--- src/rtl/pc_gen.sv ---
// -----------------------------------------------------------------------------
// pc_gen : program-counter generator with a circular return-address stack
//
// Purpose
//    Produces the fetch address for a simple in-order core. After reset it
//    leaves IDLE, walks sequentially, and takes redirects from branches,
//    calls/returns, traps and halt requests. Calls push their return address
//    onto a small circular stack. When the stack is full, a push overwrites
//    the oldest entry. All outputs are registered.
//
// Parameters
//    ADDR_W       width of pc and every address port
//    RESET_VECTOR pc held during and right after reset
//    STEP         sequential increment
//    TRAP_VECTOR  pc loaded on trap
//    RAS_DEPTH    return-address-stack entries (2..16)
//
// Ports
//    clk          sole clock, rising edge
//    rst          synchronous active-high reset
//    stall        hold pc, state and stack (trap still wins)
//    branch_flag  redirect to branch_addr
//    branch_addr  branch / call target
//    call_flag    push pc+STEP, redirect to branch_addr
//    ret_flag     pop stack top into pc
//    trap         redirect to TRAP_VECTOR, clear stack, force RUN
//    halt         enter HALTED (left only through trap or rst)
//    pc           current fetch address
//    chip_enable  fetch valid
//    ras_empty    stack holds no entries
//    ras_full     stack holds RAS_DEPTH entries
//    ras_err      one-cycle pulse after a return on an empty stack
// -----------------------------------------------------------------------------
module pc_gen #(
   parameter int                ADDR_W       = 32,
   parameter logic [ADDR_W-1:0] RESET_VECTOR = '0,
   parameter int                STEP         = 4,
   parameter logic [ADDR_W-1:0] TRAP_VECTOR  = ADDR_W'(32'h0000_0100),
   parameter int                RAS_DEPTH    = 4
) (
   input  logic              clk,
   input  logic              rst,
   input  logic              stall,
   input  logic              branch_flag,
   input  logic [ADDR_W-1:0] branch_addr,
   input  logic              call_flag,
   input  logic              ret_flag,
   input  logic              trap,
   input  logic              halt,
   output logic [ADDR_W-1:0] pc,
   output logic              chip_enable,
   output logic              ras_empty,
   output logic              ras_full,
   output logic              ras_err
);

   // Stack pointer and occupancy widths. The count must be able to hold
   // RAS_DEPTH itself, so it needs one more code than the pointer.
   localparam int PTR_W = (RAS_DEPTH <= 2) ? 1 : $clog2(RAS_DEPTH);
   localparam int CNT_W = $clog2(RAS_DEPTH + 1);

   localparam logic [PTR_W-1:0]  LAST_SLOT = PTR_W'(RAS_DEPTH - 1);
   localparam logic [CNT_W-1:0]  FULL_CNT  = CNT_W'(RAS_DEPTH);
   localparam logic [ADDR_W-1:0] STEP_W    = ADDR_W'(STEP);

   typedef enum logic [1:0] {
      IDLE   = 2'd0,
      RUN    = 2'd1,
      HALTED = 2'd2
   } state_t;

   // Registered state
   state_t            state;
   logic [PTR_W-1:0]  top;
   logic [CNT_W-1:0]  count;
   logic [ADDR_W-1:0] stack [RAS_DEPTH];

   // Next-state values
   state_t            state_n;
   logic [ADDR_W-1:0] pc_n;
   logic              ce_n;
   logic              err_n;
   logic [PTR_W-1:0]  top_n;
   logic [CNT_W-1:0]  count_n;
   logic              wr_en;
   logic [PTR_W-1:0]  wr_idx;
   logic [ADDR_W-1:0] wr_val;

   // Helper values shared by several branches of the next-state logic
   logic [ADDR_W-1:0] pc_seq;
   logic [PTR_W-1:0]  top_inc;
   logic [PTR_W-1:0]  top_dec;
   logic              stack_has_data;
   logic              stack_at_full;

   // The pointer wraps explicitly, so depths that are not a power of two
   // still form a proper ring. The occupancy flags come straight from the
   // registered count.
   always_comb begin
      pc_seq         = pc + STEP_W;
      top_inc        = (top == LAST_SLOT) ? '0 : top + PTR_W'(1);
      top_dec        = (top == '0) ? LAST_SLOT : top - PTR_W'(1);
      stack_has_data = (count != '0);
      stack_at_full  = (count == FULL_CNT);
      ras_empty      = !stack_has_data;
      ras_full       = stack_at_full;
   end

   // Next-state logic. In RUN the priority is trap, stall, halt,
   // call (with call+ret as a top replacement), ret, branch, sequential.
   // A call always writes its return address at the new top. On a full
   // stack, advancing the ring pointer lands on the oldest entry, so that
   // entry is the one overwritten.
   always_comb begin
      state_n = state;
      pc_n    = pc;
      err_n   = 1'b0;
      top_n   = top;
      count_n = count;
      wr_en   = 1'b0;
      wr_idx  = top;
      wr_val  = pc_seq;

      case (state)
         IDLE: begin
            state_n = RUN;
            pc_n    = RESET_VECTOR;
         end

         RUN: begin
            if (trap) begin
               pc_n    = TRAP_VECTOR;
               count_n = '0;
            end else if (stall) begin
               pc_n = pc;
            end else if (halt) begin
               state_n = HALTED;
            end else if (call_flag) begin
               pc_n  = branch_addr;
               wr_en = 1'b1;
               if (ret_flag && stack_has_data) begin
                  wr_idx = top;
               end else begin
                  wr_idx = top_inc;
                  top_n  = top_inc;
                  if (!stack_at_full) begin
                     count_n = count + CNT_W'(1);
                  end
               end
            end else if (ret_flag) begin
               if (stack_has_data) begin
                  pc_n    = stack[top];
                  top_n   = top_dec;
                  count_n = count - CNT_W'(1);
               end else begin
                  pc_n  = pc_seq;
                  err_n = 1'b1;
               end
            end else if (branch_flag) begin
               pc_n = branch_addr;
            end else begin
               pc_n = pc_seq;
            end
         end

         HALTED: begin
            if (trap) begin
               state_n = RUN;
               pc_n    = TRAP_VECTOR;
               count_n = '0;
            end
         end

         default: begin
            state_n = IDLE;
            pc_n    = RESET_VECTOR;
            count_n = '0;
         end
      endcase

      // The cycle that leaves IDLE still presents the reset vector without a
      // valid fetch. chip_enable rises once RUN is established, or right
      // away when a trap re-enters RUN from HALTED.
      ce_n = (state_n == RUN) && (state != IDLE);
   end

   // State, pc and outputs update on every edge. Reset overrides all other
   // inputs, including trap. Stack contents are left as they are because
   // the count alone decides which entries are valid.
   always_ff @(posedge clk) begin
      if (rst) begin
         state       <= IDLE;
         pc          <= RESET_VECTOR;
         chip_enable <= 1'b0;
         ras_err     <= 1'b0;
         top         <= '0;
         count       <= '0;
      end else begin
         state       <= state_n;
         pc          <= pc_n;
         chip_enable <= ce_n;
         ras_err     <= err_n;
         top         <= top_n;
         count       <= count_n;
         if (wr_en) begin
            stack[wr_idx] <= wr_val;
         end
      end
   end

endmodule

--- config.mk ---
export PLATFORM = sky130hd
export DESIGN_NAME = pc_gen
export DESIGN_NICKNAME = d
export VERILOG_FILES = /design/src/rtl/pc_gen.sv
export SDC_FILE = /design/constraint.sdc
export NUM_CORES = 1
export LEC_CHECK = 0
export BUFFER_PORTS_ARGS = -buffer_cell sky130_fd_sc_hd__buf_4
export CAP_MARGIN = 20
export CORE_MARGIN = 8
export CORE_UTILIZATION = 55
export CTS_CLUSTER_SIZE = 30
export DETAILED_ROUTE_END_ITERATION = 10
export PLACE_DENSITY = 0.86
export SETUP_SLACK_MARGIN = 0.1
export SYNTH_ARGS = -nofsm -noshare
export SYNTH_HDL_FRONTEND = slang
export SYNTH_SLANG_ARGS = --single-unit
--- constraint.sdc ---
create_clock -name clk -period 15 [get_ports clk]
set_input_delay 2.25 -clock clk [delete_from_list [all_inputs] [get_ports clk]]
set_output_delay 2.25 -clock clk [all_outputs]
set_load 0.02 [all_outputs]
After elaboration in Yosys (flattened, before gate mapping)
Memory sizes are Yosys's and may differ from the RTL's. A register that Yosys moved wholly into a read port is not among the register bits.
Index checks and enable logic that the tools add are counted.
{ "word_totals": {"ff_bits": 41, "ramBits": 128, "in_bits": 40, "out_inout_bits": 36, "word_cells": 89, "n_memories": 1} }
{ "op_classes": {"add_sub_neg": 5, "n_eq_ne": 12, "mux": 46, "n_bitwise": 6, "reduce_logical": 13} }
{ "mem_list": {"columns": ["memory", "words", "width", "read_ports", "rd_clocked_by_memory_dff", "wr", "line", "source"], "rows": [
  ["stack", 4, 32, 1, 1, 1, "76", "logic [ADDR_W-1:0] stack [RAS_DEPTH];"]
]} }
{ "op_table": {"columns": ["cell", "n"], "rows": [
  ["$mux 32", 8],
  ["$pmux 32 s2", 1],
  ["$mux 2", 17],
  ["$add 32x3->32 const B", 1],
  ["$mux 3", 9],
  ["$ne 4x4->1 const B", 4],
  ["$mux 1", 9],
  ["$pmux 3 s3", 1],
  ["$reduce_and 8->1", 1],
  ["$reduce_or 7->1", 1],
  ["$ne 3x3->1 const B", 2],
  ["$not 1->1", 6],
  ["$pmux 2 s3", 1],
  ["$reduce_and 6->1", 1],
  ["$reduce_bool 2->1", 3],
  ["$eq 2x1->1 const B", 2],
  ["$eq 2x2->1 const B", 2],
  ["$logic_not 2->1", 2],
  ["$add 3x1->3 const B", 1],
  ["$eq 3x3->1 const B", 1],
  ["$reduce_and 3->1", 1],
  ["$reduce_bool 3->1", 1],
  ["$sub 3x1->3 const B", 1],
  ["$add 2x1->2 const B", 1],
  ["4 further kinds", 5]
]} }

Longest topological paths before layout
{ "depth": {"word_depth": 8, "ltp_mapped": 9, "mapped_depth_nobuf": 7} }

Least setup slack after synthesis
OpenSTA, ideal clock, no wires.
{ "synth_timing": {"kind": "input to register", "startpoint": "input call_flag", "endpoint": "memory stack[2][0] (enable)", "setup_ps": 501, "arrival_time_ps": 6134, "required_time_ps": 14499, "setup_slack_ps": 8365, "stages": 6, "n_path_buf": 1, "path_cell_list": "nor2b_1 > clkbuf_1 > nand4_1 > mux2i_1 > inv_1 > nor4_1"} }
{ "synth_via": {"elab_chain_len": 8, "word_cells_on_any_way": 13, "cone_classes": "13 x mux"} }
{ "synth_rtl": {"columns": ["element", "line", "source"], "rows": [
  ["from (decl)", "46", "input logic call_flag,"],
  ["$mux 1", "138", "end else if (call_flag) begin"],
  ["$mux 1", "136", "end else if (halt) begin"],
  ["$mux 1", "134", "end else if (stall) begin"],
  ["$mux 1", "131", "if (trap) begin"],
  ["$mux 1", "124", "case (state)"],
  ["$mux 1", "205", "if (wr_en) begin"],
  ["$mux 1", "191", "if (rst) begin"],
  ["$mux 1 (not written as such)", "206", "stack[wr_idx] <= wr_val;"],
  ["to (decl)", "76", null]
]} }
Parallel ways exist; a longest one is shown, timed or not.

Worst setup path after layout
{ "layout_timing": {"startpoint": "input call_flag", "endpoint": "memory stack[0][15] (enable)"} }
Same word-level chain as after synthesis.

==> impl_metrics.toml <==
[cells_and_area]
final_cells = 888
mostFrequentLayoutCell = "edfxtp_1"
diodes = 0
fillCellCount = 1030
final_util_pct = 64.5
register_area_um2 = 4710
synthToLayoutAreaGrowth_pct = 15.3
drive_gt1_share_pct = 24.6
fin_nets = 740
layout_common_cells = "edfxtp_1, buf_4, nor2_1"
multiInputGateArea_um2 = 3150

[timing]
grt_setup_unrepaired = "false"
slew-limit-headroom_pct = 28.0
hold_viol = 0
fin_skew_ps = 15.9
setup_viol = 0
min_period_over_period_pct = 30.9
drv_slew = 0
setup_slack_ps = 10360
hold-worst-slack_ps = 569
min_period_ps = 4640
fin_tns_setup_ps = 0
worst_slew_pin_slew_ps = 1080
fmax_ghz = 0.216

[synth]
synth-seq-cells = 171
synth_cells = 636
async_reset_ff_share_pct = 0
ys_types = 60
syn_avg_cell_area_um2 = 12.7
netlist_area_um2 = 8060
synth_top_area_cell = "edfxtp_1"
synth_top_flop_cell = "edfxtp_1"
ys_top_cells_by_area = "edfxtp_1, dfxtp_1, mux4_2, nor2_1, a22oi_1"
yosysTopAreaCellShare_pct = 47.7
syn_nets = 684
synth_edf_count = 128
ys_seq_area_share_pct = 58.3
yosys_warnings = 0

[global_routing]
antenna_found_initial = 0
track_usage_pct = 23.2
grt-ovfl-total = 0
grt_pass1_vias = 6104
grt_pass1_wl_um = 33300
grt_max_degree = 47

[power_and_ir_drop]
p_comb_share_pct = 5.2
peakVddDrop_mv = 0.0814
leakage_nw = 3.09
swShare_pct = 22.7
internal-power_mw = 0.743
power.density_nw_per_um2 = 103
netSwitchingPower_mw = 0.219
pwr-share-seq_pct = 52.7
clkPwrFrac_pct = 42.2

[setup_path]
crit_arrival_ps = 4680
crit_path_top_delay_cell = "nor2_4"
crit_path_start_kind = "primary input"
path_cells = "buf_4, nor2b_1, nand4_1, mux2i_1, inv_1, nor2_4"
path_max_fanout = 32
end_kind = "flip-flop"
cp_slowest_stage_delay_ps = 860
crit_type = "primary input to flip-flop"
reg2reg_depth = 6
crit_required_ps = 15040

[routing]
wl_per_cell_um = 24.0
drt_iter0_markers = 687
drt_first_pass_iters = 5
drt.antenna.violating_nets = 0
via_count = 6055
post_drt_via_cell_ratio = 6.82
drcViolationCount = 0
wirelength_um = 21300

[min_path]
hold_class = "flip-flop to flip-flop"
whs_path_depth = 0

[floorplanning]
ios = 76
initial_core_util_pct = 55.9
die_h_um = 137
placementRows = 44
core_area_um2 = 14400
fp.dieW_um = 137
floorplan.die_area_um2 = 18800

[outcome]
outcome = "completed"

[clock_network]
cts.sinks = 171
htreeDepth = 4
cts_tree = "yes"
post_cts_resized = 0
hold_buffers = 0
cts_buffers = 17
clk_pin_slew_ps = 60
cts_buffer_depth = 2
root_buffer = "clkbuf_16"
post-cts-setup-buffer-count = 0
clkLatencyLatePin_ps = 430

[place]
portBuffers = 75
hpwl_um = 13700
gp_congestion = 0.886
post-place-ws_ps = 9940
dp_cells = 857

[run]
maxCapViolations = 0
cells in the mapped netlist (11+ instances only):
cell / n
a22oi_1: 24
inv_1: 11
nand3_1: 22
o22ai_1: 21
nand4_1: 14
mux4_2: 32
buf_2: 15
or2_2: 12
nor3_1: 26
nand2_1: 31
clkbuf_1: 26
a21oi_1: 15
nor2_1: 50
or3_1: 14
edfxtp_1: 128
dfxtp_1: 43
xnor2_1: 11
o21ai_0: 14
sequential cells by signal, indices dropped and copies added (netlist names), named ones only:
name and flops:
stack 128, pc 32, count 3, state 2
top 2, chip_enable 1, ras_err 1
cells by family after synthesis:
logic type	synth area share, %
simple gates	14.6
fa+ha+maj	1.33
xor+xnor	1.95
mux	9.19
buf+inv	3.12
flops	58.3
compound gates	11.4
power by group through the flow:
stage / clock network (mW) / logic, mW / registers, mW
floorplan: 0 / 0.0273 / 0.516
global placement: 0 / 0.0466 / 0.516
detailed placement: 0 / 0.0480 / 0.517
CTS: 0.409 / 0.0485 / 0.506
global route: 0.427 / 0.0529 / 0.506
finish: 0.405 / 0.0495 / 0.506
routing by layer:
metal	track usage [%]	wire, um
met2	38.6	10500
met5	0	0
met3	5.29	1990
met1	28.8	8270
met4	9.41	561
critical path: cells and delay by family:
kind                   cells  cell delay (ps)
buffers and inverters      2              400
multiplexers               1              410
AND/OR/NAND/NOR            3             1600
final cells by class:
cell class / instances / share of cell area (%)
clock buffers: 18 / 4.72
clock inverters: 13 / 1.17
inverters: 11 / 0.444
multi-input cells: 408 / 33.9
flip-flops and latches: 171 / 50.6
well taps: 184 / 2.48
repair buffers: 83 / 6.70
metrics by stage:
step,area [um^2],power [mW]
finish,9300,0.961
global placement,8750,0.563
CTS,9300,0.964
floorplan,8060,0.544
detailed placement,8750,0.565
global route,9300,0.986
worst paths after layout:
kind             start      endpoint  slack (ps)
max          call_flag  stack[0][15]       10360
min              pc[0]   stack[0][0]         570
max reg2reg   count[2]  stack[0][15]       11910
min reg2reg      pc[0]   stack[0][0]         570
Note: power is estimated with default switching activity, not from simulation.
